File: src/rtl/cksum_pkg.sv
// Shared types and constants for the checksum verifier and generator.
// Pure declarations: no latency, no flow control.
package cksum_pkg;

    localparam int HDR_MAX_LEN = 64;
    localparam int ADDR_W      = 8;
    localparam int LEN_W       = 8;

    localparam logic [15:0] CKSUM_GOOD = 16'hFFFF;

    typedef logic [15:0] word16_t;

    typedef enum logic [2:0] {
        ST_FREE  = 3'd0,
        ST_SUM   = 3'd1,
        ST_FOLD1 = 3'd2,
        ST_FOLD2 = 3'd3,
        ST_DONE  = 3'd4
    } state_t;

    // Upper half is kept so a second fold can absorb the carry out of the first.
    function automatic logic [31:0] fold32(input logic [31:0] acc);
        return {16'h0000, acc[31:16]} + {16'h0000, acc[15:0]};
    endfunction

endpackage

File: src/rtl/cksum_word_sel.sv
// Picks the big-endian 16-bit word at ptr, zero-padding a byte at or past end_a.
// Combinational, zero latency; no flow control.
module cksum_word_sel
    import cksum_pkg::*;
(
    input  logic [8*HDR_MAX_LEN-1:0] pkt_hdr_i,
    input  logic [ADDR_W:0]          ptr,
    input  logic [ADDR_W:0]          end_a,
    output word16_t                  word
);

    localparam int              IDX_W     = $clog2(HDR_MAX_LEN);
    localparam logic [ADDR_W:0] HDR_LIMIT = (ADDR_W+1)'(HDR_MAX_LEN);

    logic [ADDR_W:0] nxt;
    logic [7:0]      hi_byte;
    logic [7:0]      lo_byte;

    assign nxt = ptr + (ADDR_W+1)'(1);

    always_comb begin
        hi_byte = 8'h00;
        lo_byte = 8'h00;
        if (ptr < HDR_LIMIT) begin
            hi_byte = pkt_hdr_i[{ptr[IDX_W-1:0], 3'b000} +: 8];
        end
        // end_a never exceeds the array size here, so nxt < end_a keeps the index in range.
        if (nxt < end_a) begin
            lo_byte = pkt_hdr_i[{nxt[IDX_W-1:0], 3'b000} +: 8];
        end
    end

    assign word = {hi_byte, lo_byte};

endmodule

File: src/rtl/cksum_check.sv
// Receive-side one's-complement checksum verifier, one word per cycle; latency ceil(len/2)+3.
// Level-held start_i/done_o handshake: result held until start_i drops, no other backpressure.
module cksum_check
    import cksum_pkg::*;
(
    input  logic                     clk,
    input  logic                     rst,
    input  logic                     start_i,
    input  logic [8*HDR_MAX_LEN-1:0] pkt_hdr_i,
    input  logic [ADDR_W-1:0]        field_start_i,
    input  logic [LEN_W-1:0]         field_len_i,
    output logic                     done_o,
    output logic                     ok_o,
    output logic                     err_o,
    output logic [15:0]              sum_o
);

    localparam logic [ADDR_W:0] HDR_LIMIT = (ADDR_W+1)'(HDR_MAX_LEN);

    state_t          state;
    logic [31:0]     acc;
    logic [ADDR_W:0] ptr;
    logic [ADDR_W:0] end_a;

    logic [ADDR_W:0] end_calc;
    logic [ADDR_W:0] ptr_nxt2;
    logic [31:0]     acc_fold;
    word16_t         word;

    assign end_calc = {1'b0, field_start_i} + (ADDR_W+1)'(field_len_i);
    assign ptr_nxt2 = ptr + (ADDR_W+1)'(2);
    assign acc_fold = fold32(acc);

    cksum_word_sel u_word_sel (
        .pkt_hdr_i (pkt_hdr_i),
        .ptr       (ptr),
        .end_a     (end_a),
        .word      (word)
    );

    always_ff @(posedge clk or negedge rst) begin
        if (!rst) begin
            state  <= ST_FREE;
            acc    <= 32'h0;
            ptr    <= '0;
            end_a  <= '0;
            done_o <= 1'b0;
            ok_o   <= 1'b0;
            err_o  <= 1'b0;
            sum_o  <= 16'h0000;
        end else begin
            case (state)
                ST_FREE: begin
                    if (start_i) begin
                        ptr   <= {1'b0, field_start_i};
                        end_a <= end_calc;
                        acc   <= 32'h0;
                        if (end_calc > HDR_LIMIT) begin
                            state  <= ST_DONE;
                            done_o <= 1'b1;
                            err_o  <= 1'b1;
                            ok_o   <= 1'b0;
                            sum_o  <= 16'h0000;
                        end else if (field_len_i == '0) begin
                            state <= ST_FOLD1;
                        end else begin
                            state <= ST_SUM;
                        end
                    end
                end
                ST_SUM: begin
                    acc <= acc + {16'h0000, word};
                    ptr <= ptr_nxt2;
                    if (ptr_nxt2 >= end_a) begin
                        state <= ST_FOLD1;
                    end
                end
                ST_FOLD1: begin
                    acc   <= acc_fold;
                    state <= ST_FOLD2;
                end
                ST_FOLD2: begin
                    sum_o  <= acc_fold[15:0];
                    ok_o   <= (acc_fold[15:0] == CKSUM_GOOD);
                    err_o  <= 1'b0;
                    done_o <= 1'b1;
                    state  <= ST_DONE;
                end
                ST_DONE: begin
                    // A start_i still held high here must not launch a second pass.
                    if (!start_i) begin
                        done_o <= 1'b0;
                        ok_o   <= 1'b0;
                        err_o  <= 1'b0;
                        sum_o  <= 16'h0000;
                        state  <= ST_FREE;
                    end
                end
                default: begin
                    state  <= ST_FREE;
                    done_o <= 1'b0;
                    ok_o   <= 1'b0;
                    err_o  <= 1'b0;
                    sum_o  <= 16'h0000;
                end
            endcase
        end
    end

endmodule
File: config.mk
export PLATFORM = sky130hd
export DESIGN_NAME = cksum_check
export DESIGN_NICKNAME = d
export VERILOG_FILES = /design/src/rtl/cksum_pkg.sv /design/src/rtl/cksum_word_sel.sv /design/src/rtl/cksum_check.sv
export SDC_FILE = /design/constraint.sdc
export NUM_CORES = 1
export LEC_CHECK = 0
export BUFFER_PORTS_ARGS = -buffer_cell sky130_fd_sc_hd__buf_2
export CORE_AREA = 3 3 214 216
export DETAILED_ROUTE_END_ITERATION = 10
export DIE_AREA = 0 0 217 219
export GPL_ROUTABILITY_DRIVEN = 0
export GPL_TIMING_DRIVEN = 0
export PLACE_DENSITY = 0.55
export SYNTH_ARGS = -nofsm -noshare
export SYNTH_HDL_FRONTEND = slang
export SYNTH_SLANG_ARGS = --single-unit
File: constraint.sdc
create_clock -name clk -period 9.4 [get_ports clk]
set_clock_uncertainty 0.1 [all_clocks]
set_input_delay 0.94 -clock clk [delete_from_list [all_inputs] [get_ports clk]]
set_output_delay 0.94 -clock clk [all_outputs]
set_load 0.02 [all_outputs]
After elaboration in Yosys (flattened, before gate mapping)
Index checks and enable logic that the tools add are counted.
Widths: inputs -> output; s select.
{"block": "totals", "ff_bits": 72, "word_cells": 63}
{"block": "op_classes", "n_addsub": 5, "order_cmp": 4, "n_eq_ne": 9, "shifts": 2, "muxes": 24, "bitwise_logic": 1, "n_reduce_logical": 10}
{"op": "$shiftx 512x10->8", "n": 2}
{"op": "$pmux 32 s3", "n": 1}
{"op": "$pmux 16 s4", "n": 1}
{"op": "$mux 16", "n": 3}
{"op": "$add 32x16->32", "n": 1}
{"op": "$mux 32", "n": 1}
{"op": "$pmux 9 s2", "n": 1}
{"op": "$add 16x16->17", "n": 1}
{"op": "$eq 16x16->1 const B", "n": 1}
{"op": "$mux 8", "n": 2}
{"op": "$pmux 3 s5", "n": 1}
{"op": "$mux 3", "n": 4}
{"op": "$add 8x8->9", "n": 1}
{"op": "$add 9x1->9 const B", "n": 1}
{"op": "$add 9x2->9 const B", "n": 1}
{"op": "$ge 9x9->1", "n": 1}
{"op": "$gt 9x7->1 const B", "n": 1}
{"op": "$lt 9x7->1 const B", "n": 1}
{"op": "$lt 9x9->1", "n": 1}
{"op": "$mux 9", "n": 1}
{"op": "$logic_not 8->1", "n": 1}
{"op": "$ne 2x2->1 const B", "n": 4}
{"op": "$pmux 1 s4", "n": 2}
{"op": "$eq 3x2->1 const B", "n": 2}
{"op": "13 further kinds", "n": 19}

Depth between registers and ports, before layout
Gate-level depths: netlist of the first run.
{"block": "logic_depth", "word_depth": 5, "mapped_depth": 22, "ltp_nobuf": 19}

Cells and area by module
From an unflattened synthesis of the first run, not the netlist that was laid out.
{"block": "unflattened", "cells_unflattened": 1263, "area_unflattened_um2": 13777.0}
{"mod": "cksum_word_sel", "n_inst": 1, "cells_per_inst": 703, "area_each_um2": 8680.8, "seq_area_each_um2": 0.0}
{"mod": "cksum_check", "n_inst": 1, "cells_per_inst": 560, "area_each_um2": 5096.1, "seq_area_each_um2": 1801.7}

Least setup slack after synthesis of the first run
No wires, ideal clock.
{"block": "synth_timing", "path_type": "reg-to-reg", "startpoint": "register ptr[0]", "endpoint": "register acc[26]", "arrival_time_ns": 4.606, "path_slack_ns": 4.616, "path_stages_with_launch": 23, "path_buffers": 3, "cell_sequence": "dfrtp_1 ha_1 xnor2_1 inv_1 buf_2 buf_1 clkbuf_1 ha_1 o21a_1 o21a_1 o21a_1 o211ai_1 a21oi_1 nor3_1 ha_1 fa_1 a21oi_1 o21ai_0 a32o_1 a21oi_1 a21o_1 or4_1 a21oi_1"}
{"block": "synth_via", "elab_chain_len": 5, "word_cells_on_any_way": 9, "classes_between": "add/sub (2); order compare (2); shift (2); mux (3)"}
{"element": "start: declaration", "line_no": "cksum_check.sv:22", "rtl": "logic [ADDR_W:0] ptr;"}
{"element": "start signal: assignment", "line_no": "cksum_check.sv:55", "rtl": "ptr <= {1'b0, field_start_i};"}
{"element": "start signal: assignment", "line_no": "cksum_check.sv:73", "rtl": "ptr <= ptr_nxt2;"}
{"element": "$add 9x1->9", "line_no": "cksum_word_sel.sv:19", "rtl": "assign nxt = ptr + (ADDR_W+1)'(1);"}
{"element": "$shiftx 512x10->8 or $lt 9x9->1 (tied branches)", "line_no": "cksum_word_sel.sv:29, cksum_word_sel.sv:28"}
{"element": "$mux 8", "line_no": "cksum_word_sel.sv:28", "rtl": "if (nxt < end_a) begin"}
{"element": "$add 32x16->32 *", "line_no": "cksum_check.sv:72", "rtl": "acc <= acc + {16'h0000, word};"}
{"element": "$pmux 32 s3 *", "line_no": "cksum_check.sv:52", "rtl": "case (state)"}
{"element": "end signal: assignment", "line_no": "cksum_check.sv:72"}
{"element": "end signal: assignment", "line_no": "cksum_check.sv:79", "rtl": "acc <= acc_fold;"}
{"element": "end: declaration", "line_no": "cksum_check.sv:21", "rtl": "logic [31:0] acc;"}
Mark *: on every way between the ends. The rest lies on a longest branch, timed or not.
A chain may end at the register's enable or synchronous reset.

Worst setup path after layout of the first run
{"block": "layout_timing", "startpoint": "register ptr[1]", "endpoint": "register acc[16]"}
The elaborated chain is that of the path after synthesis.

==> results by stage, run 1 <==
Status:
- The run finished, with violations left.
- The checks that failed: max-capacitance violations, max-slew violations.

Floorplanning:
- The initial utilization of the core area, before any placement, comes to 32.74%.
- The width of the die is 217 um.
- The number of core rows is 77.
- From bottom edge to top edge, the die measures 219 um.
- Pin placement for this block handled 550 I/O pins.
- In this run the standard cell core region covers 44120 um^2.
- The full die area is 47520 um^2.

Timing:
- Derived from the worst setup path, the maximum achievable clock frequency is 145.5 MHz.
- The final period demand of the worst path is 6.873 ns.
- The worst pin sits at a relative slew slack of -1.776%.
- The number of max-slew violations in the final report was 1.
- The accumulated negative setup slack is 0 ns.
- The transition time at the pin with the least slew margin is 1.488 ns.
- Setup repair after global routing left no endpoint under its margin.
- The total count of hold-check failures in the final report is 0.
- The hold slack is 0.3756 ns.
- Setup violations remaining at the end of the flow were counted as 0.
- In the finished design, the share of the clock period the worst path needs comes to 73.12%.

Global route:
- The initial antenna violation count was 26.
- The overall track demand over capacity in global routing is 33.25%.
- The via count of the first global-routing pass is 16650.
- The global-route congestion overflow total is 0.
- The wire length of the first global-routing pass is 114300 um.
- Entering global routing, the biggest net connects 56 pins.

Clock tree:
- The TritonCTS clock tree is yes.
- Clock latency on the worst-skew pair, taken at its later pin, is 0.34 ns.
- In this run, post-CTS hold repair placed 0 buffers.
- The root buffer cell is sky130_fd_sc_hd__clkbuf_16.
- Clock-pin slew was measured on the worst setup and hold paths at 0.06 ns.
- In this run, CTS created clock tree buffers numbering 9.
- The number of sinks on the clock net is 72.
- In this run the post-CTS setup repair buffer count came out at 0.
- The post-cts repair resize count is 0.
- The H-tree depth is 3.
- The clock passes through at most 2 buffers.

Synthesis:
- In the synthesized netlist the dominant register cell turns out to be sky130_fd_sc_hd__dfrtp_1.
- The dominant cell type by area after synthesis is sky130_fd_sc_hd__mux4_2.
- The number of flops mapped to enable cells by yosys is 0.
- Sorting the synthesized cells by area gives the leading types as sky130_fd_sc_hd__mux4_2 (37%), sky130_fd_sc_hd__dfrtp_1 (12%), sky130_fd_sc_hd__ha_1 (5.2%), sky130_fd_sc_hd__mux2i_1 (5.1%), sky130_fd_sc_hd__nand2_1 (5.0%).
- The netlist area before placement is 14450 um^2.
- For this run, the register share of the synthesized area comes to 12.47%.
- The count of state elements after synthesis is 72.
- The total of warnings raised by yosys is 0.
- The per-instance average area after synthesis is 10.13 um^2.
- The number of distinct library cell variants in the gate-level netlist after synthesis is 79.
- After technology mapping, the gate count stands at 1426.
- Counting every net in the synthesized netlist gives 2020.
- Counting flops with an async set or reset pin after synthesis yields a share of 100.0%.
- The share of synthesized area in the top cell type comes to 36.64%.

Layout:
- The final layout contains 2581 nets.
- The layout-stage area growth over the synthesis result is 27.07%.
- The filler cells instantiated in the layout total 4480.
- The final standard cell utilization of the core is 41.60%.
- The share of layout cells above drive strength 1 is 44.45%.

Critical path:
- The endpoint class of the critical path is a flip-flop.
- STA puts the critical path data required time at 9.52 ns.
- The signal arrival time at the worst endpoint is 6.99 ns.
- The critical path is of the reg -> reg type.
- In this run the worst path has a maximum fanout of 10.
- The category of the worst setup path launch point is a flip-flop.

Routing:
- The final wirelength is 82820 um.
- The pre-antenna-repair detailed-routing pass consisted of 7 iterations.
- The number of routed nets with antenna violations is 0.
- In the routed layout, each cell is associated on average with a via count of 6.453.
- For this run, design rule violations remaining after detail routing come to 0.
- For this block, the via count after detailed routing is 16800.
- The detailed-route wire length per cell is 31.82 um.
- The number of violations reported at the end of detailed-routing iteration 0 is 1688.

Power:
- The analysis attributes to cell leakage a power of 8.167 nW.
- The power per standard cell area is 374.1 nW/um^2.
- The worst-case IR drop observed on VDD is 0.1830 mV.

Hold path:
- In this run the worst hold path is classified as in -> async.

Placed design:
- The sum of net half-perimeters after detailed placement is 69590 um.
- The port buffer count is 549.

Flow run:
- The count of max-cap constraint violations is 1.
-- layer usage --
layer | GRT usage (%) | part of all wire (%) | vias to the layer above
li1 | - | - | 6945
met1 | 39.77 | 36 | 8393
met2 | 57.11 | 48 | 1176
met3 | 7.214 | 9.4 | 270
met4 | 15.74 | 5.9 | 12
met5 | 0 | 0.098 | -
-- placed cells by master (no fill, tap or decap), types with 12 or more instances in the layout --
| master | instances |
|---|---|
| sky130_fd_sc_hd__buf_2 | 573 |
| sky130_fd_sc_hd__a22o_1 | 15 |
| sky130_fd_sc_hd__diode_2 | 20 |
| sky130_fd_sc_hd__and3_1 | 27 |
| sky130_fd_sc_hd__o22ai_1 | 20 |
| sky130_fd_sc_hd__a31oi_1 | 13 |
| sky130_fd_sc_hd__a311oi_1 | 26 |
| sky130_fd_sc_hd__nand3_1 | 54 |
| sky130_fd_sc_hd__nor2b_1 | 14 |
| sky130_fd_sc_hd__buf_4 | 29 |
| sky130_fd_sc_hd__clkbuf_1 | 52 |
| sky130_fd_sc_hd__xor2_1 | 21 |
| sky130_fd_sc_hd__o21ai_0 | 56 |
| sky130_fd_sc_hd__xnor2_1 | 16 |
| sky130_fd_sc_hd__dfrtp_1 | 72 |
| sky130_fd_sc_hd__nand2_1 | 192 |
| sky130_fd_sc_hd__nor2_1 | 56 |
| sky130_fd_sc_hd__inv_1 | 37 |
| sky130_fd_sc_hd__nor3_1 | 21 |
| sky130_fd_sc_hd__buf_6 | 13 |
| sky130_fd_sc_hd__o211ai_1 | 17 |
| sky130_fd_sc_hd__buf_1 | 12 |
| sky130_fd_sc_hd__a21oi_1 | 61 |
| sky130_fd_sc_hd__mux2i_1 | 74 |
| sky130_fd_sc_hd__ha_1 | 60 |
| sky130_fd_sc_hd__a211oi_1 | 17 |
| sky130_fd_sc_hd__mux4_2 | 235 |
| sky130_fd_sc_hd__a21o_1 | 24 |
-- Yosys cell counts (all sizes together) (5+ instances only) --
cell type,instances
a2111oi,6
a211oi,17
a21o,24
a21oi,62
a221o,6
a221oi,5
a22o,15
a22oi,6
a311oi,26
a31oi,13
and3,27
buf,80
clkbuf,52
dfrtp,72
ha,60
inv,37
mux2i,74
mux4,240
nand2,192
nand2b,8
nand3,54
nand4,7
nor2,56
nor2b,14
nor3,21
nor3b,5
nor4,6
o211ai,18
o21a,8
o21ai,58
o221ai,12
o22ai,20
o2bb2ai,5
o31ai,8
or2,8
or3,9
or4,6
xnor2,16
xor2,21
-- kinds of logic after synthesis --
family                   synth area share (%)
flip-flops                              12.47
AND/OR/NAND/NOR                         13.89
multiplexers                            42.83
buffers and inverters                   6.236
adder cells (fa/ha/maj)                 5.612
AO/OA/AOI/OAI                           16.72
XOR/XNOR                                2.243
-- per-stage QoR --
step / setup WS (ns) / instances / power, mW / area [um^2]
finish: 2.527 / 2603 / 6.868 / 18360
global route: 2.297 / 2597 / 7.182 / 18340
CTS: 2.646 / 2583 / 6.777 / 18310
detailed placement: 2.677 / 2568 / 6.344 / 17960
global placement: 2.722 / 2567 / 6.302 / 17930
floorplan: 4.616 / 1426 / 4.406 / 14450
-- worst paths after layout --
kind,startpoint,endpoint,slack (ns),cells after the start
worst max-delay path,ptr[1],acc[16],2.53,21
worst min-delay path,rst,sum_o[10],0.38,1
worst max register to register,ptr[1],acc[16],2.53,21
worst min register to register,sum_o[10],sum_o[10],0.39,1
max in group asynchronous,rst,acc[28],8.26,2
min in group clk,sum_o[10],sum_o[10],0.39,1
-- worst max-delay path: stages (launching register included) --
cell	delay [ns]
sky130_fd_sc_hd__dfrtp_1	0.43
sky130_fd_sc_hd__ha_1	0.31
sky130_fd_sc_hd__nand2_1	0.12
sky130_fd_sc_hd__xor2_1	0.82
sky130_fd_sc_hd__inv_1	0.28
sky130_fd_sc_hd__clkbuf_1	0.45
sky130_fd_sc_hd__clkbuf_1	0.41
sky130_fd_sc_hd__ha_1	0.38
sky130_fd_sc_hd__o21a_1	0.12
sky130_fd_sc_hd__o21a_1	0.11
sky130_fd_sc_hd__o211ai_1	0.08
sky130_fd_sc_hd__a21oi_1	0.53
sky130_fd_sc_hd__nor3_1	0.16
sky130_fd_sc_hd__ha_1	0.27
sky130_fd_sc_hd__fa_1	0.44
sky130_fd_sc_hd__a21oi_1	0.21
sky130_fd_sc_hd__o21ai_0	0.22
sky130_fd_sc_hd__a32o_1	0.29
sky130_fd_sc_hd__a21oi_1	0.28
sky130_fd_sc_hd__a21o_1	0.37
sky130_fd_sc_hd__nor3_1	0.08
sky130_fd_sc_hd__a211o_1	0.28
-- registers in the layout, indices dropped and copies added, names as in the netlist --
| signal | flops |
|---|---|
| done_o | 1 |
| end_a | 9 |
| err_o | 1 |
| sum_o | 16 |
| state | 3 |
| ptr | 9 |
| ok_o | 1 |
| acc | 32 |
-- cell type report --
class,count,area (um^2),area share (%)
Clock inverter,5,103.9,0.5657
Clock buffer,10,239.0,1.302
Buffer,132,762.0,4.151
Tap cell,592,740.7,4.035
Sequential cell,72,1802,9.815
Timing Repair Buffer,550,2778,15.13
Multi-Input combinational cell,1185,11740,63.97
Inverter,37,138.9,0.7565
Antenna cell,20,50.05,0.2726
-- report_power, final --
| part | switching (mW) | internal (mW) |
|---|---|---|
| Combinational | 3.52 | 2.49 |
| Sequential | 0.0742 | 0.376 |
| Clock | 0.140 | 0.266 |
| Total | 3.74 | 3.13 |
(Power assumes the default switching activity.)
==> run 2: changes to the inputs <==
--- a/config.mk
+++ b/config.mk
@@ -11,7 +11,7 @@
 export DIE_AREA = 0 0 217 219
 export GPL_ROUTABILITY_DRIVEN = 0
 export GPL_TIMING_DRIVEN = 0
-export PLACE_DENSITY = 0.55
+export PLACE_DENSITY = 0.57
 export SYNTH_ARGS = -nofsm -noshare
 export SYNTH_HDL_FRONTEND = slang
 export SYNTH_SLANG_ARGS = --single-unit
==> constraint.sdc (replaced) <==
create_clock -name clk -period 5.9 [get_ports clk]
set_clock_uncertainty 0.1 [all_clocks]
set_input_delay 0.59 -clock clk [delete_from_list [all_inputs] [get_ports clk]]
set_output_delay 0.59 -clock clk [all_outputs]
set_load 0.02 [all_outputs]
==> run 2 against run 1 <==
Against the previous run:
- the run now ends clean
- count of clock-buffer cells in the layout grew 1
- maximum frequency grew 19%
- register-to-register slack got worse by 2.4 ns
- worst hold slack lost 0.35 ns
- critical path type unchanged
- highest routed layer unchanged
==> results by stage, run 2 (synthesis results as in run 1) <==
Status:
- The run finished with clean final reports.

Layout:
- The largest registers in the layout are acc: 32 flops, sum_o: 16 flops.
- At the end of the flow, the number of nets in the layout was 2580.
- The register with the most flip-flops in the layout has 32 of them.
- After filler insertion, the fill cell instance count of the layout stands at 4438.
- The cell area after layout is 18460 um^2.
- The library cell used most frequently in the layout, excluding fill and tap cells, is sky130_fd_sc_hd__buf_2.
- The finished layout holds 2608 standard cells, fillers aside.
- The library cells used most frequently in the layout, excluding fill and tap cells, are sky130_fd_sc_hd__buf_2 (573), sky130_fd_sc_hd__mux4_2 (235), sky130_fd_sc_hd__nand2_1 (192), sky130_fd_sc_hd__mux2i_1 (74), sky130_fd_sc_hd__dfrtp_1 (72).
- The register bank with the most flops is acc.
- The share of layout cells above drive strength 1 is 45.50%.
- The area growth from synthesis to layout is 27.80%.

Critical path:
- At the worst endpoint, the arrival time is 5.88 ns.
- STA classifies the critical path startpoint as a flip-flop.
- The endpoint class of the critical path is a flip-flop.
- The type of the setup path with the least slack is reg -> reg.
- For flop-to-flop paths, the worst setup slack is 0.15 ns.
- Of all nets on the critical path, the largest fanout is 19.
- STA puts the critical path data required time at 6.03 ns.

Power:
- The power per standard cell area is 599.2 nW/um^2.
- The leakage power summed over all cells is 8.201 nW.
- Across the VDD grid, the largest voltage drop is 0.2493 mV.

Timing:
- Setup repair after global routing left no endpoint under its margin.
- The transition time at the pin with the least slew margin is 1.305 ns.
- The number of max-slew violations in the final report is 0.
- The total count of hold-check failures in the final report was 0.
- The worst path in the final design needs a cycle of 5.752 ns, including I/O delays and setup.
- Static timing analysis puts the maximum clock frequency at 173.9 MHz.
- The worst slew slack as a fraction of its limit is 12.97%.
- The final critical path takes up 97.49% of the cycle.
- The total setup violations reported at the end of the flow is 0.
- Setup total negative slack on the finished layout was measured at 0 ns.
- Once routing completed, OpenROAD measured the worst setup slack at 0.1480 ns.

Hold path:
- In this run the worst hold path is classified as in -> async.

Placed design:
- In this run the cell area measured after placement is 17960 um^2.
- The sum of net half-perimeters after detailed placement is 70550 um.
- The placed cell count is 2568.
- Port buffering added 549 buffers.
- OpenSTA, run right after detailed placement, puts the worst setup slack at -0.5786 ns.

Global route:
- The first global-routing pass estimated 116500 um of wire.
- The largest net degree at the start of global routing is 56.
- The initial antenna violation count is 31.
- Global routing consumed, over all layers together, 33.80% of the routing resources.
- The global-route congestion overflow total is 0.
- The via count of the first global-routing pass is 16960.

Routing:
- The detailed-route wire length per cell is 32.22 um.
- The highest metal layer with signal wires is met5.
- In the detailed route, the total length drawn on met3 is 7997 um.
- The number of remaining DRC errors is 0.
- The per-cell via count in the routed design is 6.520.
- The final layout contains routed wiring with a total length of 84030 um.
- In the final routing, the length of wire on met1 measures 30790 um.
- The number of violations reported at the end of detailed-routing iteration 0 is 1910.
- The total met2 wirelength after detailed routing is 40360 um.
- The detailed-router iteration count before antenna repair is 5.
- The routed layout has 17010 vias.
- The detail route stage leaves a number of antenna-violating nets equal to 0.

Clock tree:
- After clock tree synthesis, the clock-pin slew on the worst setup and hold paths is 0.07 ns.
- Buffers inserted to repair hold after CTS numbered 0.
- The tree built by TritonCTS fans out to 72 sinks.
- Counting the buffers created by CTS gives 9.
- The root buffer cell chosen for the clock tree is sky130_fd_sc_hd__clkbuf_16.
- The H-tree was split into 3 levels.
- The clock passes through at most 2 buffers.
- The clock network latency to the later pin of the worst-skew pair is 0.35 ns.
- The TritonCTS clock tree is yes.

Floorplanning:
- The number of core rows is 77.
- Measured along the x axis, the die boundary spans 217 um.
- The initial core utilization is 32.74%.
- After floorplanning, the core was sized to cover 44120 um^2.
- The number of I/O pins is 550.
- The floorplan step defined a die boundary enclosing 47520 um^2.
- The die height is 219 um.

Flow run:
- Across the run, the number of max-cap violations was 0.
==> run 2: path summary, 6_finish.rpt <==
kind | endpoint | from | cells past startpoint
worst max-delay path | acc[16] | ptr[1] | 17
max in group asynchronous | acc[28] | rst | 2
worst min register to register | ok_o | ok_o | 1
min in group clk | ok_o | ok_o | 1
worst min-delay path | sum_o[5] | rst | 1
worst max register to register | acc[16] | ptr[1] | 17
==> run 2: report_power, final <==
group          internal, mW  leakage [nW]  total (mW)  switching [mW]
logic                  4.04          7.10        9.78            5.73
registers             0.599         0.957       0.720           0.120
clock network         0.339         0.146       0.564           0.225
==> run 2: cell type report <==
| type | count | area, um^2 | area share [%] |
|---|---|---|---|
| Antenna cell | 25 | 62.56 | 0.3388 |
| Buffer | 129 | 780.7 | 4.229 |
| Clock buffer | 11 | 242.7 | 1.315 |
| Clock inverter | 5 | 56.30 | 0.3050 |
| Inverter | 37 | 138.9 | 0.7522 |
| Multi-Input combinational cell | 1185 | 11850 | 64.16 |
| Sequential cell | 72 | 1802 | 9.759 |
| Tap cell | 592 | 740.7 | 4.012 |
| Timing Repair Buffer | 552 | 2793 | 15.13 |
==> run 2: stage by stage <==
step / utilization, % / hold WS (ns) / total power [mW]
global route: 41.79 / 0.02895 / 11.58
detailed placement: 40.71 / 0.3718 / 10.14
CTS: 41.49 / 0.02317 / 10.77
finish: 41.84 / 0.02251 / 11.06
global placement: 40.65 / 0.3700 / 10.07
floorplan: - / 0.1944 / 7.019
==> run 2: timing repair <==
action,4_1_cts,5_1_grt
buffers inserted,0,2
pin swaps,0,1
endpoints found under the setup margin,24,20
resized for setup,10,29
==> run 2: critical path: stages, from the launching register on <==
cell and delay (ns):
sky130_fd_sc_hd__dfrtp_1 0.41, sky130_fd_sc_hd__buf_2 0.22, sky130_fd_sc_hd__buf_2 0.38, sky130_fd_sc_hd__nand3_1 0.21, sky130_fd_sc_hd__clkbuf_1 0.84, sky130_fd_sc_hd__o22ai_1 0.12, sky130_fd_sc_hd__a2111oi_0 0.96, sky130_fd_sc_hd__nor3_1 0.15
sky130_fd_sc_hd__a21oi_1 0.19, sky130_fd_sc_hd__nor2_1 0.08, sky130_fd_sc_hd__ha_1 0.37, sky130_fd_sc_hd__and3_1 0.22, sky130_fd_sc_hd__and3_1 0.18, sky130_fd_sc_hd__a32o_1 0.25, sky130_fd_sc_hd__a21oi_1 0.29, sky130_fd_sc_hd__a21o_2 0.30
sky130_fd_sc_hd__nor3_1 0.07, sky130_fd_sc_hd__a211o_1 0.28
==> run 2: metal layers <==
metal	track usage (%)	vias to the layer above
met4	16.09	6
met3	8.696	286
met2	56.76	1247
met5	0	-
li1	-	6958
met1	40.60	8508
==> run 3: changes to the inputs <==
--- a/config.mk
+++ b/config.mk
@@ -5,7 +5,7 @@
 export SDC_FILE = /design/constraint.sdc
 export NUM_CORES = 1
 export LEC_CHECK = 0
-export BUFFER_PORTS_ARGS = -buffer_cell sky130_fd_sc_hd__buf_2
+export BUFFER_PORTS_ARGS = -buffer_cell sky130_fd_sc_hd__buf_4
 export CORE_AREA = 3 3 214 216
 export DETAILED_ROUTE_END_ITERATION = 10
 export DIE_AREA = 0 0 217 219
==> run 3 against run 2 <==
Against the previous run:
- first-iteration DRC count down 11%
- final area up 7.5%
- routed wire length up 1.9%
- count of clock-buffer cells in the layout down 2
- worst hold slack better by 0.29 ns
==> results by stage, run 3 (synthesis results as in run 1) <==
Status:
- The flow ran to the end, and the final reports show no timing, DRC or antenna violations.

Global route:
- The total overflow left after global routing is 0.
- The initial antenna violation count was 17.
- The global routing met3 resource utilization is 7.976%.
- The met1 global-route usage is 41.50%.
- In the global route stage, met2 resource usage came out at 57.58%.
- The first global-routing pass estimated 118100 um of wire.
- The most used routing layer is met2.
- The overall track demand over capacity in global routing is 34.46%.
- The via count of the first global-routing pass is 16920.
- The largest net degree at the start of global routing is 73.

Layout:
- Leaving out fill and tap cells, the most frequent cells in the layout are sky130_fd_sc_hd__buf_4 (576), sky130_fd_sc_hd__mux4_2 (235), sky130_fd_sc_hd__nand2_1 (192), sky130_fd_sc_hd__mux2i_1 (74), sky130_fd_sc_hd__dfrtp_1 (72).
- The share of layout cells above drive strength 1 is 45.63%.
- The finished cells cover 19840 um^2.
- The library cell used most frequently in the layout, excluding fill and tap cells, is sky130_fd_sc_hd__buf_4.
- The register with the most flip-flops in the final layout is acc.
- In the final layout, the registers with the most flip-flops are acc: 32 flops, sum_o: 16 flops.
- The net count of the finished layout is 2581.
- The register with the most flip-flops in the layout has 32 of them.
- The area growth from synthesis to layout is 37.36%.

Placed design:
- The sum of net half-perimeters after detailed placement is 71730 um.
- Prior to clock tree synthesis, the placed netlist has a worst setup slack of -0.7699 ns.
- Input and output buffers added on the ports amount to 549.
- The standard cell area after detailed placement is 19310 um^2.

Timing:
- Setup violations remaining at the end of the flow were counted as 0.
- The portion of the clock cycle consumed by the worst path in the final layout is 97.77%.
- The transition time at the pin with the least slew margin is 1.428 ns.
- The total count of hold-check failures in the final report is 0.
- The worst slew slack as a fraction of its limit is 4.805%.
- The number of max-slew violations in the final report was 0.
- Across all hold checks on the routed design, the worst slack comes to 0.3085 ns.
- The achievable frequency is 173.4 MHz.
- The setup slack after layout is 0.1313 ns.
- Counting I/O delays and the setup requirement, the final critical path takes 5.769 ns.

Clock tree:
- The clock reaches the later pin of the worst-skew pair after 0.34 ns.
- Clock-pin slew was measured on the worst setup and hold paths at 0.07 ns.
- TritonCTS built the clock tree.
- Counting along the longest clock path gives a buffer depth of 2.
- The clock drives 72 sinks.
- The H-tree depth is 3.
- In this run, CTS created clock tree buffers numbering 9.
- The tree is rooted in a sky130_fd_sc_hd__clkbuf_16.

Routing:
- For this run, design rule violations remaining after detail routing come to 0.
- The final wirelength is 85650 um.
- Dividing the detail-routed wire length by the instance count gives 32.96 um.
- Before antenna repair, the detailed router went through 5 iterations.
- The number of violations reported at the end of detailed-routing iteration 0 is 1703.
- Once detail routing completed, the nets flagged for antenna violations numbered 0.
- The via count of the routed design is 16960.
- Using the TritonRoute via totals, the vias-per-cell ratio works out to 6.524.

Critical path:
- The critical path is of the reg -> reg type.
- Walking the worst path, the cells encountered are buf_2, buf_2, nand3b_1, clkbuf_2, o22ai_1, a2111oi_0, nor3_1, a21oi_1, nor2_1, ha_1, and3_1, and3_1, a32o_1, a21oi_2, a21o_2, or4_1, a21oi_1.
- STA puts the critical path data required time at 6.06 ns.
- The endpoint of the worst setup timing path is acc[28].
- The signal arrival time at the worst endpoint is 5.93 ns.
- The critical path's slowest cell is sky130_fd_sc_hd__a2111oi_0.
- The number of cells on the worst reg-to-reg path is 17.
- The most critical setup path has its startpoint at ptr[1].
- The worst setup path is captured at a flip-flop.
- The worst reg-to-reg setup slack is 0.13 ns.
- For this run, the slowest stage of the critical path takes 1.02 ns.
- In this run the worst path has a maximum fanout of 10.
- In this run the critical register-to-register path is captured at acc[28].
- The worst register-to-register path begins at ptr[1].
- STA classifies the critical path startpoint as a flip-flop.

Floorplanning:
- The full die area is 47520 um^2.
- The number of I/O pins is 550.
- The core region is 44120 um^2.
- The width of the die is 217 um.
- The number of core rows is 77.
- The die height is 219 um.
- The initial core utilization is 32.74%.

Hold path:
- In this run the worst hold path is classified as in -> async.

Flow run:
- The count of max-cap constraint violations is 0.

Power:
- The power per standard cell area is 567.9 nW/um^2.
- The worst-case IR drop observed on VDD is 0.2428 mV.
- The leakage power summed over all cells is 8.672 nW.
==> run 3: worst min path at each step <==
| stage | cells after the start | start | end |
|---|---|---|---|
| final | 1 | rst | sum_o[15] |
| after global routing | 1 | rst | sum_o[15] |
| after CTS | 1 | rst | sum_o[15] |
| after detailed placement | 1 | ok_o | ok_o |
| after global placement | 2 | end_a[2] | end_a[2] |
| after floorplan | 0 | rst | acc[0] |
==> run 3: critical path, delay by kind of cell, from the launching register on <==
family | cells | cell delay (ns)
fa+ha+maj | 1 | 0.39
simple gates | 6 | 1.61
compound gates | 7 | 2.04
buf+inv | 3 | 1.09
flops | 1 | 0.44
==> run 3: metal layers <==
metal / vias up / routed length [um]
met3: 259 / 7881
met4: 6 / 5037
li1: 6943 / -
met5: - / 39
met1: 8560 / 31320
met2: 1188 / 41380
==> run 3: metrics by stage <==
stage	instances	setup TNS [ns]	power, mW	util, %
floorplan	1426	0	7.019	-
global placement	2567	-11.06	10.15	43.76
detailed placement	2567	-11.35	10.21	43.76
CTS	2582	0	10.95	44.66
global route	2591	-0.008399	11.75	44.92
finish	2599	0	11.27	44.97
==> run 3: what timing repair did <==
item                                    in CTS  in global routing
setup buffers                                0                  2
resized for setup                           12                 26
pin swaps                                    0                  2
gates cloned                                 0                  0
endpoints found under the setup margin      24                 20
hold buffers                                 0                  0
==> run 3: area by class of cell <==
type | count | area, um^2
Clock inverter | 7 | 117.6
Tap cell | 592 | 740.7
Clock buffer | 9 | 225.2
Timing Repair Buffer | 551 | 4136
Fill cell | 4402 | 24280
Inverter | 37 | 138.9
Multi-Input combinational cell | 1185 | 11860
Buffer | 131 | 780.7
Sequential cell | 72 | 1802
Antenna cell | 15 | 37.54
==> run 3: where the power goes <==
part | internal, mW | switching, mW
registers | 0.599 | 0.119
logic | 4.14 | 5.75
clock network | 0.414 | 0.237
